===== src/rtl/conv_sched_pkg.sv =====
// Shared FSM state type and constants for the ADC-to-DAC conversion scheduler.
package conv_sched_pkg;

    localparam int DAC_W     = 16;
    localparam int AVG_CNT   = 4;
    localparam int AVG_SHIFT = 2;

    typedef enum logic [2:0] {
        ST_IDLE,
        ST_WAIT,
        ST_START,
        ST_CONV,
        ST_DELIV
    } state_t;

endpackage


===== src/rtl/conv_scheduler_tick_gen.sv =====
// Sample-rate divider: counts 0..CLK_DIV-1 while enabled and flags the wrap cycle.
module tick_gen #(
    parameter int CLK_DIV = 36000
) (
    input  logic i_clk,
    input  logic i_reset,
    input  logic i_enable,
    output logic o_tick
);

    localparam int CW = $clog2(CLK_DIV);

    logic [CW-1:0] r_count;
    logic          w_wrap;

    assign w_wrap = (r_count == CW'(CLK_DIV - 1));
    assign o_tick = i_enable && w_wrap;

    always_ff @(posedge i_clk) begin
        if (i_reset || !i_enable) begin
            r_count <= '0;
        end else if (w_wrap) begin
            r_count <= '0;
        end else begin
            r_count <= r_count + 1'b1;
        end
    end

endmodule


===== src/rtl/conv_scheduler.sv =====
// Paces SA-ADC conversions at CLK_DIV and forwards each result to the DAC shift-out.
// Optional CONV_SCHED_AVG_EN: four conversions per tick, their mean is delivered.
module conv_scheduler
    import conv_sched_pkg::*;
#(
    parameter int CLK_DIV = 36000,
    parameter int TIMEOUT = 1024,
    parameter int DATA_W  = 14
) (
    input  logic              clk_i,
    input  logic              reset_i,
    input  logic              enable_i,
    input  logic              clear_i,
    output logic              adc_start_o,
    input  logic [DATA_W-1:0] adc_data_i,
    input  logic              adc_rdy_i,
    output logic [DAC_W-1:0]  dac_data_o,
    output logic              dac_rdy_o,
    input  logic              dac_busy_i,
    output logic              overrun_o,
    output logic              timeout_o
);

    localparam int TO_W = $clog2(TIMEOUT);

    state_t             r_state;
    state_t             w_next;
    logic               r_pend;
    logic [TO_W-1:0]    r_tocnt;
    logic [DATA_W-1:0]  r_sample;
    logic [DAC_W-1:0]   r_dac_data;
    logic               r_dac_rdy;
    logic               r_overrun;
    logic               r_timeout;

    logic               w_tick;
    logic               w_consume;
    logic               w_capture;
    logic               w_deliver;
    logic               w_timeout_set;
    logic               w_overrun_set;
    logic [DATA_W-1:0]  w_deliver_data;
    logic [DATA_W-1:0]  w_result;
    logic               w_last_sub;

    tick_gen #(.CLK_DIV(CLK_DIV)) u_tick_gen (
        .i_clk    (clk_i),
        .i_reset  (reset_i),
        .i_enable (enable_i),
        .o_tick   (w_tick)
    );

`ifdef CONV_SCHED_AVG_EN
    logic [AVG_SHIFT-1:0]       r_sub;
    logic [DATA_W+AVG_SHIFT-1:0] r_sum;
    logic [DATA_W+AVG_SHIFT-1:0] w_sum_next;

    assign w_sum_next = r_sum + {{AVG_SHIFT{1'b0}}, adc_data_i};
    assign w_result   = w_sum_next[AVG_SHIFT +: DATA_W];
    assign w_last_sub = (r_sub == AVG_SHIFT'(AVG_CNT - 1));

    always_ff @(posedge clk_i) begin
        if (reset_i || w_consume) begin
            r_sub <= '0;
            r_sum <= '0;
        end else if (w_capture && !w_last_sub) begin
            r_sub <= r_sub + 1'b1;
            r_sum <= w_sum_next;
        end
    end
`else
    assign w_result   = adc_data_i;
    assign w_last_sub = 1'b1;
`endif

    assign w_overrun_set = w_tick && r_pend && !w_consume;

    // A final result that finds the DAC idle is strobed straight from CONV, giving
    // the one-cycle adc_rdy -> dac_rdy latency; DELIV only holds a blocked sample.
    always_comb begin
        w_next         = r_state;
        w_consume      = 1'b0;
        w_capture      = 1'b0;
        w_deliver      = 1'b0;
        w_timeout_set  = 1'b0;
        w_deliver_data = r_sample;
        if (!enable_i) begin
            w_next = ST_IDLE;
        end else begin
            case (r_state)
                ST_IDLE:  w_next = ST_WAIT;
                ST_WAIT: begin
                    if (r_pend || w_tick) begin
                        w_consume = 1'b1;
                        w_next    = ST_START;
                    end
                end
                ST_START: w_next = ST_CONV;
                ST_CONV: begin
                    if (adc_rdy_i) begin
                        w_capture = 1'b1;
                        if (!w_last_sub) begin
                            w_next = ST_START;
                        end else if (!dac_busy_i) begin
                            w_deliver      = 1'b1;
                            w_deliver_data = w_result;
                            w_next         = ST_WAIT;
                        end else begin
                            w_next = ST_DELIV;
                        end
                    end else if (r_tocnt == TO_W'(TIMEOUT - 1)) begin
                        w_timeout_set = 1'b1;
                        w_next        = ST_WAIT;
                    end
                end
                ST_DELIV: begin
                    if (!dac_busy_i) begin
                        w_deliver = 1'b1;
                        w_next    = ST_WAIT;
                    end
                end
                default:  w_next = ST_IDLE;
            endcase
        end
    end

    always_ff @(posedge clk_i) begin
        if (reset_i) begin
            r_state    <= ST_IDLE;
            r_pend     <= 1'b0;
            r_tocnt    <= '0;
            r_sample   <= '0;
            r_dac_data <= '0;
            r_dac_rdy  <= 1'b0;
            r_overrun  <= 1'b0;
            r_timeout  <= 1'b0;
        end else begin
            r_state   <= w_next;
            r_pend    <= enable_i && (w_tick ? (r_pend || !w_consume) : (r_pend && !w_consume));
            r_dac_rdy <= w_deliver;
            r_overrun <= w_overrun_set || (r_overrun && !clear_i);
            r_timeout <= w_timeout_set || (r_timeout && !clear_i);
            if (r_state == ST_START) begin
                r_tocnt <= '0;
            end else if (r_state == ST_CONV) begin
                r_tocnt <= r_tocnt + 1'b1;
            end
            if (w_capture) begin
                r_sample <= w_result;
            end
            if (w_deliver) begin
                r_dac_data <= DAC_W'(w_deliver_data);
            end
        end
    end

    assign adc_start_o = (r_state == ST_START);
    assign dac_data_o  = r_dac_data;
    assign dac_rdy_o   = r_dac_rdy;
    assign overrun_o   = r_overrun;
    assign timeout_o   = r_timeout;

endmodule


===== config.mk =====
export PLATFORM = sky130hd
export DESIGN_NAME = conv_scheduler
export DESIGN_NICKNAME = d
export VERILOG_FILES = /design/src/rtl/conv_sched_pkg.sv /design/src/rtl/conv_scheduler_tick_gen.sv /design/src/rtl/conv_scheduler.sv
export SDC_FILE = /design/constraint.sdc
export NUM_CORES = 1
export LEC_CHECK = 0
export CORE_UTILIZATION = 40
export CTS_CLUSTER_SIZE = 24
export DETAILED_ROUTE_END_ITERATION = 7
export PLACE_DENSITY = 0.72
export SLEW_MARGIN = 5
export SYNTH_ARGS = -nofsm -noshare
export SYNTH_HDL_FRONTEND = slang
export SYNTH_SLANG_ARGS = --single-unit

===== constraint.sdc =====
create_clock -name clk_i -period 2.2 [get_ports clk_i]
set_input_delay 0.66 -clock clk_i [delete_from_list [all_inputs] [get_ports clk_i]]
set_output_delay 0.66 -clock clk_i [all_outputs]
set_load 0.1 [all_outputs]

# --- After elaboration in Yosys (flattened, before gate mapping) ---
# Index checks and enable logic that the tools add are counted.
op_classes:
  addsub: 2
  n_eq_ne: 9
  mux: 25
  bitwise: 1
  reduce_logical: 20
ops:
  columns: ["cell", "n"]
  rows:
  - ["$mux 14", 4]
  - ["$add 16x1->16 const B", 1]
  - ["$eq 16x16->1 const B", 1]
  - ["$mux 3", 5]
  - ["$pmux 3 s5", 1]
  - ["$mux 1", 14]
  - ["$add 10x1->10 const B", 1]
  - ["$eq 10x10->1 const B", 1]
  - ["$logic_and 1x1->1", 7]
  - ["$eq 3x2->1 const B", 2]
  - ["$reduce_or 2->1", 3]
  - ["$logic_or 1x1->1", 5]
  - ["$ne 2x2->1 const B", 2]
  - ["$eq 3x1->1 const B", 1]
  - ["$eq 3x3->1 const B", 1]
  - ["$logic_not 1->1", 3]
  - ["$logic_not 3->1", 1]
  - ["$ne 3x3->1 const B", 1]
  - ["$reduce_and 3->1", 1]
  - ["$pmux 1 s2", 1]
  - ["$not 1->1", 1]
word_totals:
  regBits: 61
  input_bits: 20
  output_inout_bits: 20
  wordCells: 66

# --- Logic depth before layout (Yosys ltp) ---
logic_depth:
  ltp_word: 10
  ltp_mapped: 8
  depth_no_buf: 5

# --- Cells and area by module ---
# From an unflattened synthesis, not the netlist that was laid out.
unflattened:
  hier_cells: 315
  area_unflattened_um2: 2850.2
modules_own_cells:
  columns: ["module", "n_inst", "cells_each", "area_each_um2", "seq_area_each_um2"]
  rows:
  - ["conv_scheduler", 1, 228, 2014.4, 900.9]
  - ["tick_gen", 1, 87, 835.8, 320.3]

# --- Worst setup path after synthesis ---
# Ideal clock, no wire load.
synth_timing:
  kind: "reg-to-reg"
  from: "reg r_state[1]"
  to: "reg r_tocnt[0]"
  setup_ns: 0.126
  arrival_time_ns: 2.444
  required_time_ns: 2.074
  setup_slack_ns: -0.370
  path_stages_with_launch: 7
  path_buffers: 2
  period_less_slack_ns: 2.570
  cell_sequence: "dfxtp_1 clkbuf_2 nand2b_1 nor2_1 or2_2 clkbuf_1 nor2_1"
synth_via:
  elab_chain_len: 2
  word_cells_on_any_way: 3
  classes_between: "eq/ne: 2; reduce/logical: 1"
synth_rtl:
  columns: ["item", "line_no", "text"]
  rows:
  - ["start: declaration", "conv_scheduler.sv:26", "state_t r_state;"]
  - ["start signal: assignment", "conv_scheduler.sv:138", "r_state <= w_next;"]
  - ["$eq 3x2->1", null, null]
  - ["net adc_start_o", "conv_scheduler.sv:14", "output logic adc_start_o,"]
  - ["$reduce_or 2->1 (no line)", null, null]
  - ["end signal: assignment", "conv_scheduler.sv:146", "r_tocnt <= r_tocnt + 1'b1;"]
  - ["end: declaration", "conv_scheduler.sv:29", "logic [TO_W-1:0] r_tocnt;"]
# The timed path passes the listed nets, and every way through them passes these cells.
# A chain may end at the register's enable or synchronous reset.

# --- Worst setup path after layout ---
layout_timing:
  from: "reg r_state[1]"
  to: "out adc_start_o"
layout_via:
  elab_chain_len: 1
layout_rtl:
  columns: ["item", "line_no", "text"]
  rows:
  - ["$eq 3x2->1", "conv_scheduler.sv:157", "assign adc_start_o = (r_state == ST_START);"]
  - ["end: declaration", "conv_scheduler.sv:14", null]
# Every way passes these cells.

==> impl_metrics.xml <==
<?xml version="1.0" encoding="UTF-8"?>
<metrics>
  <group name="outcome">
    <metric name="status" unit="">finished, final reports clean</metric>
  </group>
  <group name="synth">
    <metric name="synth-seq-cells" unit="">61</metric>
    <metric name="syn_inst" unit="">306</metric>
    <metric name="cell_area_synth" unit="µm²">2645</metric>
    <metric name="yosys_most_used_dff" unit="">sky130_fd_sc_hd__dfxtp_1</metric>
    <metric name="edff_count_synth" unit="">0</metric>
    <metric name="synth.lib_cells_used.distinct" unit="">47</metric>
    <metric name="ys_async_sr_fraction" unit="%">0</metric>
    <metric name="syn_area_per_cell" unit="µm²">8.644</metric>
    <metric name="yosysSeqAreaShare" unit="%">46.17</metric>
    <metric name="synth-warning-count" unit="">0</metric>
  </group>
  <group name="clocking">
    <metric name="cts_buffer_depth" unit="">2</metric>
    <metric name="cts_resized" unit="">0</metric>
    <metric name="cts_inserted_buffers" unit="">9</metric>
    <metric name="h-tree-depth" unit="">3</metric>
    <metric name="cts_root_buf" unit="">sky130_fd_sc_hd__clkbuf_8</metric>
    <metric name="clk_pin_slew" unit="ns">0.07</metric>
    <metric name="cts_tree" unit="">built</metric>
    <metric name="cts.hold.buffers_added" unit="">0</metric>
    <metric name="post_cts.repair.setup_buffers" unit="">0</metric>
    <metric name="clock_insertion_delay_worst_skew" unit="ns">0.34</metric>
    <metric name="cts.sinks" unit="">61</metric>
  </group>
  <group name="detailed_routing">
    <metric name="detail_route.wl_per_cell" unit="µm">12.77</metric>
    <metric name="met2WireLength" unit="mm">2.547</metric>
    <metric name="starting_drt_drc_count" unit="">155</metric>
    <metric name="viasPerCell" unit="">5.145</metric>
    <metric name="drtAntennaViolNets" unit="">0</metric>
    <metric name="route.final.wire_length" unit="mm">5.530</metric>
    <metric name="drt-met1-wl" unit="mm">2.628</metric>
    <metric name="drc_errors" unit="">0</metric>
    <metric name="route.top_layer_used" unit="">met4</metric>
    <metric name="drt_first_pass_iters" unit="">4</metric>
    <metric name="routed-via-count" unit="">2228</metric>
    <metric name="met3_routed_length" unit="µm">258</metric>
  </group>
  <group name="floorplan">
    <metric name="floorplan.initialDensity" unit="%">41.66</metric>
    <metric name="die_h" unit="µm">83.32</metric>
    <metric name="die_width" unit="µm">83.32</metric>
    <metric name="fp.coreArea" unit="µm²">6350</metric>
    <metric name="floorplan.rows" unit="">29</metric>
    <metric name="ios" unit="">40</metric>
    <metric name="die_footprint" unit="µm²">6941</metric>
  </group>
  <group name="pwr">
    <metric name="irDropWorstVdd" unit="V">0.0004654</metric>
    <metric name="total_leakage_power" unit="nW">1.130</metric>
    <metric name="total_power" unit="mW">2.460</metric>
    <metric name="power_density" unit="nW/µm²">737.4</metric>
  </group>
  <group name="global_routing">
    <metric name="grt_max_degree" unit="">28</metric>
    <metric name="global_route.overflow_total" unit="">0</metric>
    <metric name="vias_in_the_first_global_route" unit="">2007</metric>
    <metric name="initial_antenna_violation_count" unit="">0</metric>
    <metric name="grt_pass1_wl" unit="mm">9.432</metric>
    <metric name="globalRouteTotalUtil" unit="%">16.94</metric>
  </group>
  <group name="setup_path">
    <metric name="max_stage_delay" unit="ns">0.46</metric>
    <metric name="cpMaxStageDelayCell" unit="">sky130_fd_sc_hd__dfxtp_1</metric>
    <metric name="cp.buffers_inverters" unit="">1</metric>
    <metric name="cp_data_arrival_time" unit="ns">1.35</metric>
    <metric name="critPathLaunchType" unit="">flop</metric>
    <metric name="timing.critical_path.required" unit="ns">1.54</metric>
    <metric name="worstPathCellList" unit="">nand2b_1, nor2_2, buf_12</metric>
    <metric name="critical_path.endpoint_type" unit="">output port</metric>
    <metric name="crit_family" unit="">flip-flops</metric>
    <metric name="worst-path-max-fanout" unit="">9</metric>
    <metric name="critPathKind" unit="">flop to output port</metric>
  </group>
  <group name="place">
    <metric name="placement.setup.worst_slack" unit="ns">0.03090</metric>
    <metric name="routability_driven_placement_congestion_ratio" unit="">0.7960</metric>
    <metric name="numPortBuffers" unit="">37</metric>
    <metric name="detailedPlacementHpwl" unit="mm">3.851</metric>
  </group>
  <group name="layout">
    <metric name="n_fill_cell" unit="">606</metric>
    <metric name="diodes" unit="">0</metric>
    <metric name="most-common-layout-cells" unit="">sky130_fd_sc_hd__dfxtp_1, sky130_fd_sc_hd__nand2_1, sky130_fd_sc_hd__a21oi_1, sky130_fd_sc_hd__buf_4, sky130_fd_sc_hd__nor2_1</metric>
    <metric name="area_grow_syn2layout" unit="%">26.11</metric>
    <metric name="nets" unit="">373</metric>
    <metric name="multiInputGateArea" unit="µm²">1306</metric>
    <metric name="seq_area" unit="µm²">1221</metric>
    <metric name="final_layout_size_suffix_gt1_share" unit="%">16.57</metric>
    <metric name="final_common_cell" unit="">sky130_fd_sc_hd__dfxtp_1</metric>
  </group>
  <group name="timing">
    <metric name="layout_min_cycle_time" unit="ns">2.014</metric>
    <metric name="finalCritPeriodShare" unit="%">91.54</metric>
    <metric name="postLayoutSetupSlackWorst" unit="ns">0.1860</metric>
    <metric name="rsz0062_at_grt" unit="">no</metric>
    <metric name="slew-limit-headroom" unit="%">65.15</metric>
    <metric name="setup_viol_count_final" unit="">0</metric>
    <metric name="timing.fmax" unit="GHz">0.4965</metric>
    <metric name="worst_slew_pin_slew" unit="ns">0.5228</metric>
    <metric name="final_max_slew_viol_count" unit="">0</metric>
    <metric name="holdWs" unit="ns">0.4558</metric>
    <metric name="hold_violations" unit="">0</metric>
    <metric name="tns" unit="ns">0</metric>
    <metric name="clock_skew" unit="ns">0.01420</metric>
  </group>
  <group name="min_path">
    <metric name="worstHoldPathType" unit="">flop to flop</metric>
  </group>
  <group name="job">
    <metric name="timing.max_cap.violations" unit="">0</metric>
  </group>
</metrics>
## sequential cells by signal (all words and copies together) (netlist names)
signal              cells
r_pend                  1
overrun_o               1
timeout_o               1
r_tocnt                10
r_state                 3
dac_rdy_o               1
u_tick_gen.r_count     16
dac_data_o             14
r_sample               14
## routing by layer
metal	vias to the layer above	GRT usage, %
li1	1151	-
met1	1014	21.63
met2	52	26.68
met3	11	4.672
met4	0	7.524
met5	-	0
## synthesized netlist by cell type, types with 6 or more instances
cell type / count / share of area, %
sky130_fd_sc_hd__a22oi_1: 13 / 3.7
sky130_fd_sc_hd__xnor2_1: 13 / 4.3
sky130_fd_sc_hd__a21oi_1: 31 / 5.9
sky130_fd_sc_hd__nor4_1: 8 / 1.9
sky130_fd_sc_hd__dfxtp_1: 61 / 46
sky130_fd_sc_hd__nor2_1: 29 / 4.1
sky130_fd_sc_hd__nand4_1: 10 / 2.4
sky130_fd_sc_hd__xor2_1: 10 / 3.3
sky130_fd_sc_hd__clkbuf_1: 9 / 1.3
sky130_fd_sc_hd__nand2_1: 51 / 7.2
sky130_fd_sc_hd__nand3_1: 9 / 1.7
sky130_fd_sc_hd__inv_1: 6 / 0.85
## stage by stage
stage                     util, %  instances  instance area (µm²)
final                       52.53        433                 3336
after global routing        52.53        433                 3336
after global placement      48.65        417                 3089
after floorplan                 -        307                 2651
after CTS                   52.53        433                 3336
after detailed placement    48.65        417                 3089
## where the power goes
group | leakage, nW | switching, mW | internal (mW)
clock | 0.116 | 0.467 | 0.758
sequential | 0.492 | 0.00711 | 1.11
combinational | 0.522 | 0.0667 | 0.0522
## worst min-delay path, stage by stage, from the launching register on
cell	delay (ns)
sky130_fd_sc_hd__dfxtp_1	0.31
sky130_fd_sc_hd__nand2_1	0.05
sky130_fd_sc_hd__a21oi_1	0.05
## final timing paths
check	startpoint	end	slack [ns]	cells past startpoint
worst max-delay path	r_state[1]$_SDFFE_PP0P_	adc_start_o	0.19	3
worst min-delay path	r_sample[1]$_SDFFE_PP0P_	r_sample[1]$_SDFFE_PP0P_	0.46	2
worst max register to register	u_tick_gen.r_count[13]$_SDFF_PP0_	u_tick_gen.r_count[3]$_SDFF_PP0_	0.37	5
worst min register to register	r_sample[1]$_SDFFE_PP0P_	r_sample[1]$_SDFFE_PP0P_	0.46	2
## cell families (layout without fill, tap and decap cells)
family	after synthesis	after routing	share of synthesized area [%]
other	1	2	0.1418
AND/OR/NAND/NOR	139	139	27.25
multiplexers	1	1	0.3784
XOR/XNOR	23	23	7.616
AO/OA/AOI/OAI	55	55	12.82
buffers and inverters	24	73	4.683
flip-flops	61	61	46.17
adder cells (fa/ha/maj)	2	2	0.9459
## layout make-up
| cell class | count | share of cell area [%] |
|---|---|---|
| Timing Repair Buffer | 51 | 13.28 |
| Inverter | 6 | 0.6752 |
| Sequential cell | 61 | 36.61 |
| Clock buffer | 9 | 3.713 |
| Tap cell | 77 | 2.888 |
| Multi-Input combinational cell | 222 | 39.16 |
| Clock inverter | 7 | 3.676 |
No activity file was read; power rests on OpenSTA's default activity.
